<file path="config.mk">
export PLATFORM = sky130hd
export DESIGN_NAME = speed_step_scheduler
export DESIGN_NICKNAME = d
export VERILOG_FILES = /design/src/rtl/speed_step_scheduler.sv
export SDC_FILE = /design/constraint.sdc
export NUM_CORES = 1
export LEC_CHECK = 0
export BUFFER_PORTS_ARGS = -buffer_cell sky130_fd_sc_hd__clkbuf_2
export CAP_MARGIN = 10
export CORE_MARGIN = 2
export CORE_UTILIZATION = 60
export CTS_CLUSTER_DIAMETER = 50
export DETAILED_ROUTE_END_ITERATION = 6
export PLACE_DENSITY = 0.88
export SLEW_MARGIN = 5
export SYNTH_ARGS = -nofsm -noshare
export SYNTH_HDL_FRONTEND = slang
export SYNTH_SLANG_ARGS = --single-unit
export TNS_END_PERCENT = 30
</file>
<file path="constraint.sdc">
create_clock -name clk -period 6.85 [get_ports clk]
set_clock_uncertainty 0.2 [all_clocks]
set_input_delay 0.3425 -clock clk [delete_from_list [all_inputs] [get_ports clk]]
set_output_delay 0.3425 -clock clk [all_outputs]
set_load 0.02 [all_outputs]
</file>
<file path="src/rtl/speed_step_scheduler.sv">
`default_nettype none
// ============================================================================
// Module  : speed_step_scheduler
// Brief   : Paced step enable and wrapping position index driven by the
//           speed/pause status. Step period ramps toward the selected speed
//           in bounded increments. Optional macro STEP_DIR_EN adds a dir
//           input that lets pos count downward.
// Rev     : 1.0 - initial release
// ============================================================================
module speed_step_scheduler #(
   parameter int CNT_W       = 27,
   parameter int PERIOD_LOW  = 50000000,
   parameter int PERIOD_MID  = 25000000,
   parameter int PERIOD_HIGH = 12500000,
   parameter int RAMP_STEP   = 2000000,
   parameter int POS_W       = 4
) (
   input  logic             clk,
   input  logic             rst_n,
   input  logic [1:0]       status,
   input  logic             clr,
`ifdef STEP_DIR_EN
   input  logic             dir,
`endif
   output logic             step_pulse,
   output logic [POS_W-1:0] pos,
   output logic             wrap,
   output logic             paused,
   output logic             ramping
);

   localparam logic [CNT_W-1:0] c_PERIOD_LOW  = CNT_W'(PERIOD_LOW);
   localparam logic [CNT_W-1:0] c_PERIOD_MID  = CNT_W'(PERIOD_MID);
   localparam logic [CNT_W-1:0] c_PERIOD_HIGH = CNT_W'(PERIOD_HIGH);
   localparam logic [CNT_W-1:0] c_RAMP        = CNT_W'(RAMP_STEP);
   localparam logic [CNT_W-1:0] c_ONE         = CNT_W'(1);
   localparam logic [1:0]       c_ST_PAUSE    = 2'd3;

   logic [CNT_W-1:0] r_cnt;
   logic [CNT_W-1:0] r_cur_period;
   logic [CNT_W-1:0] r_held_target;
   logic [POS_W-1:0] r_pos;
   logic             r_step_pulse;
   logic             r_wrap;
   logic             r_paused;

   logic [CNT_W-1:0] w_target;
   logic [CNT_W-1:0] w_next_period;
   logic [POS_W-1:0] w_next_pos;
   logic             w_next_wrap;
   logic             w_run;
   logic             w_terminal;
   logic             w_step_down;

   // While paused the target is the one remembered from the last running speed
   always_comb begin
      w_target = r_held_target;
      unique case (status)
         2'd0:    w_target = c_PERIOD_LOW;
         2'd1:    w_target = c_PERIOD_MID;
         2'd2:    w_target = c_PERIOD_HIGH;
         default: w_target = r_held_target;
      endcase
   end

   assign w_run      = (status != c_ST_PAUSE);
   assign w_terminal = (r_cnt >= (r_cur_period - c_ONE));
   assign ramping    = (r_cur_period != w_target);

   always_comb begin
      w_next_period = w_target;
      if (r_cur_period > w_target) begin
         if ((r_cur_period - w_target) > c_RAMP)
            w_next_period = r_cur_period - c_RAMP;
      end else if ((w_target - r_cur_period) > c_RAMP) begin
         w_next_period = r_cur_period + c_RAMP;
      end
   end

`ifdef STEP_DIR_EN
   assign w_step_down = dir;
`else
   assign w_step_down = 1'b0;
`endif

   always_comb begin
      if (w_step_down) begin
         w_next_pos  = r_pos - POS_W'(1);
         w_next_wrap = (r_pos == '0);
      end else begin
         w_next_pos  = r_pos + POS_W'(1);
         w_next_wrap = &r_pos;
      end
   end

   always_ff @(posedge clk or negedge rst_n) begin
      if (!rst_n) begin
         r_cnt         <= '0;
         r_cur_period  <= c_PERIOD_MID;
         r_held_target <= c_PERIOD_MID;
         r_pos         <= '0;
         r_step_pulse  <= 1'b0;
         r_wrap        <= 1'b0;
         r_paused      <= 1'b0;
      end else begin
         r_paused <= !w_run;
         if (w_run)
            r_held_target <= w_target;

         // clr outranks pause and the terminal step; the period is left alone
         if (clr) begin
            r_cnt        <= '0;
            r_pos        <= '0;
            r_step_pulse <= 1'b0;
            r_wrap       <= 1'b0;
         end else if (!w_run) begin
            r_step_pulse <= 1'b0;
            r_wrap       <= 1'b0;
         end else if (w_terminal) begin
            r_cnt        <= '0;
            r_cur_period <= w_next_period;
            r_pos        <= w_next_pos;
            r_step_pulse <= 1'b1;
            r_wrap       <= w_next_wrap;
         end else begin
            r_cnt        <= r_cnt + c_ONE;
            r_step_pulse <= 1'b0;
            r_wrap       <= 1'b0;
         end
      end
   end

   assign step_pulse = r_step_pulse;
   assign pos        = r_pos;
   assign wrap       = r_wrap;
   assign paused     = r_paused;

endmodule
`default_nettype wire

</file>
==> metrics.txt <==
final setup TNS 0 ns; GRT Util Overall 34.7%; CP Max Fanout 42; Worst setup EP type register; clk root buf clkbuf_16; CTS Buf Count 9; post-synthesis instance area 9430 um^2; FF-to-FF setup slack 0.84 ns; CP Launch Type input pin; critical path type input pin to register; P_sw 0.454 mW; I/O pin count 13; synth unique cells 91; Detailed Route WL 28.0 mm; CTS clk-pin slew, worst paths 0.07 ns; crit path from status[0]; Post-synth EDFFs 0; Fillers 1276; CTS Buffer Depth 2; Pwr Density 138 nW/um^2; post-route cell area 9820 um^2; syn nets 1282; vias in the first global route 8925; drt first pass iters 5; Peak Freq 165 MHz; Vias per Instance 6.66; Sink Count 88; Post-CTS Resized 0; worst path required time 6.93 ns; final setup fails 0; R2R depth 19; nets@finish 1253; FF+latch count, synth 88; internal power 0.898 mW; initial antenna violation count 0; Slew Limit Headroom 37.2%; ANT cells 0; max-slew violation count 0; class of the worst hold path input pin to register; die height 129 um; GP Congestion 1.02; arrival time of the worst setup path 6.14 ns; Area Overhead vs Synth 4.11%; largest net degree at the start of global routing 56; H-tree depth 3; DRT iter0 DRCs 1223; FFs w/ async S/R, synth 100%; share of layout cells above drive strength 1 8.84%; Main synth FF type dfrtp_1; Peak VDD IR 0.211 mV; CTS tree yes; yosys warns 0; HPWL Detailed 21.4 mm; post-route antenna net violation count 0; Clk network pwr share 36.2%; Congestion Overflow GR 0; Synth Area per Inst 7.93 um^2; area leader, netlist dfrtp_1; part of the power in registers 39.8%; initial core utilization 61.8%; Die ar. 16700 um^2; # port buffers 12; drt wl/cell 20.3 um; Rows 45; Worst-Margin Slew 0.942 ns; Yosys top cell area share 17.0%; first-pass GRT wire length 45.7 mm; routed via count 9161; post-synthesis cell count 1189; chip width 129 um; status completed; RSZ-0062 raised after global routing no; Worst R2R End r_cur_period[22]$_DFFE_PN1P_; LEAKAGE 4.40 nW; Worst-Skew Late Latency 0.36 ns; switching part of the total 33.6%; worst r2r src r_cur_period[3]$_DFFE_PN0P_; Core Region 15300 um^2; min Tclk post-route 6.05 ns; DRC 0; Hold Fails Final Rpt 0; Critical path destination r_cur_period[0]$_DFFE_PN0P_; placed cell area 9520 um^2; sequential fraction of the synthesis area 23.7%; top cells by area, synth dfrtp_1 (17%), ha_1 (12%), dfstp_2 (6.7%); Comb pwr share 24.0%; max cap viols 0; fin crit share 88.4%
-- synth_stat cells, types with 5 or more instances --
master and instances:
or4_1 5, buf_2 15, nand3_1 48, a22o_1 5, xor2_1 39, inv_1 81, a22oi_1 13, xnor2_1 68
a21oi_1 85, o21ai_0 62, nand2b_1 16, nor3_1 26, nor2b_1 14, clkbuf_1 35, o211ai_1 11, dfstp_2 24
o21a_1 9, and4_1 10, o21bai_1 5, nor4_1 8, nor2_1 98, o21ai_1 10, nand2_1 113, a21o_1 25
and2_1 11, and3_1 13, o31ai_1 6, a31oi_1 12, or3_1 9, a221oi_1 7, dfrtp_1 64, ha_1 87
a211oi_1 14, a31o_2 5, mux2i_1 16, nand4_1 22
-- power groups by stage --
| stage | logic, mW | registers [mW] | clock network (mW) |
|---|---|---|---|
| floorplan | 0.234 | 0.546 | 0 |
| global placement | 0.311 | 0.547 | 0 |
| detailed placement | 0.312 | 0.547 | 0 |
| CTS | 0.315 | 0.538 | 0.492 |
| global route | 0.352 | 0.539 | 0.510 |
| finish | 0.325 | 0.538 | 0.489 |
-- what timing repair did --
action	CTS	global route
hold endpoints to repair	31	0
buffers inserted	0	0
hold buffers	1	0
-- kinds of logic (layout without fill, tap and decap cells) --
family / after synthesis / count (layout) / synth area share [%]
compound gates: 332 / 332 / 24.3
xor+xnor: 107 / 107 / 9.93
fa+ha+maj: 88 / 88 / 11.8
buf+inv: 145 / 121 / 6.54
flops: 88 / 88 / 23.7
mux: 21 / 21 / 2.32
simple gates: 408 / 408 / 21.5
-- registers in the layout, indices dropped and copies added (netlist names) --
signal and cells:
wrap 1, paused 1, pos 4, r_cur_period 27, r_cnt 27, r_held_target 27, step_pulse 1
-- cell type report --
class                   instances  area [um^2]  share of cell area [%]
clock buffers                   9          225                    2.29
clock inverters                 7         62.6                   0.637
inverters                      85          319                    3.25
multi-input cells             956         6590                    67.1
flip-flops and latches         88         2230                    22.7
well taps                     211          264                    2.69
repair buffers                 20          125                    1.27
-- stage by stage --
step           hold WS (ns)  utilization, %  power [mW]  worst slack (ns)  std cells
2_1_floorplan        -0.153               -       0.780              1.76       1189
3_3_place_gp          0.107            62.4       0.858             0.874       1359
3_5_place_dp          0.110            62.4       0.860             0.644       1359
4_1_cts              0.0504            64.4        1.34              1.01       1376
5_1_grt              0.0537            64.4        1.40             0.539       1376
6_report             0.0535            64.4        1.35             0.797       1376
-- worst min-delay path by stage --
stage                     start                     to  slack (ns)  depth (start not counted)
after floorplan           rst_n       paused$_DFF_PN0_       -0.15                          0
after global placement    rst_n  r_cnt[22]$_DFFE_PN0P_        0.11                          1
after detailed placement  rst_n  r_cnt[22]$_DFFE_PN0P_        0.11                          1
after CTS                   clr   r_cnt[1]$_DFFE_PN0P_        0.05                          2
after global routing        clr   r_cnt[1]$_DFFE_PN0P_        0.05                          2
final                       clr   r_cnt[1]$_DFFE_PN0P_        0.05                          2
-- layer usage --
layer  vias to the layer above  GRT usage [%]  routed length, um
li1                       4201              -                  -
met1                      4352           46.0              11700
met2                       505           56.9              13100
met3                       103           6.15               2260
met4                         0           12.8                964
met5                         -              0                  0
-- cell usage in the layout (no fill, tap or decap), types with 39 or more instances in the layout --
cell type  count
inv_1         81
a21oi_1       85
nand3_1       48
xor2_1        39
nand2_1      113
o21ai_0       62
ha_1          86
dfrtp_1       64
nor2_1        98
xnor2_1       68
-- worst max-delay path: stages --
cell and delay (ns):
clkbuf_2 0.15, ha_2 0.83, mux2i_1 0.46, inv_1 0.16, ha_1 0.55, nand2_1 0.21
nor4_1 0.52, o21ai_1 0.18, a21oi_1 0.18, a31oi_1 0.05, or4_1 0.57, a211oi_4 0.63
a32o_2 0.48, and2_1 0.57, mux2i_1 0.24
Note: power is estimated with default switching activity, not from simulation.
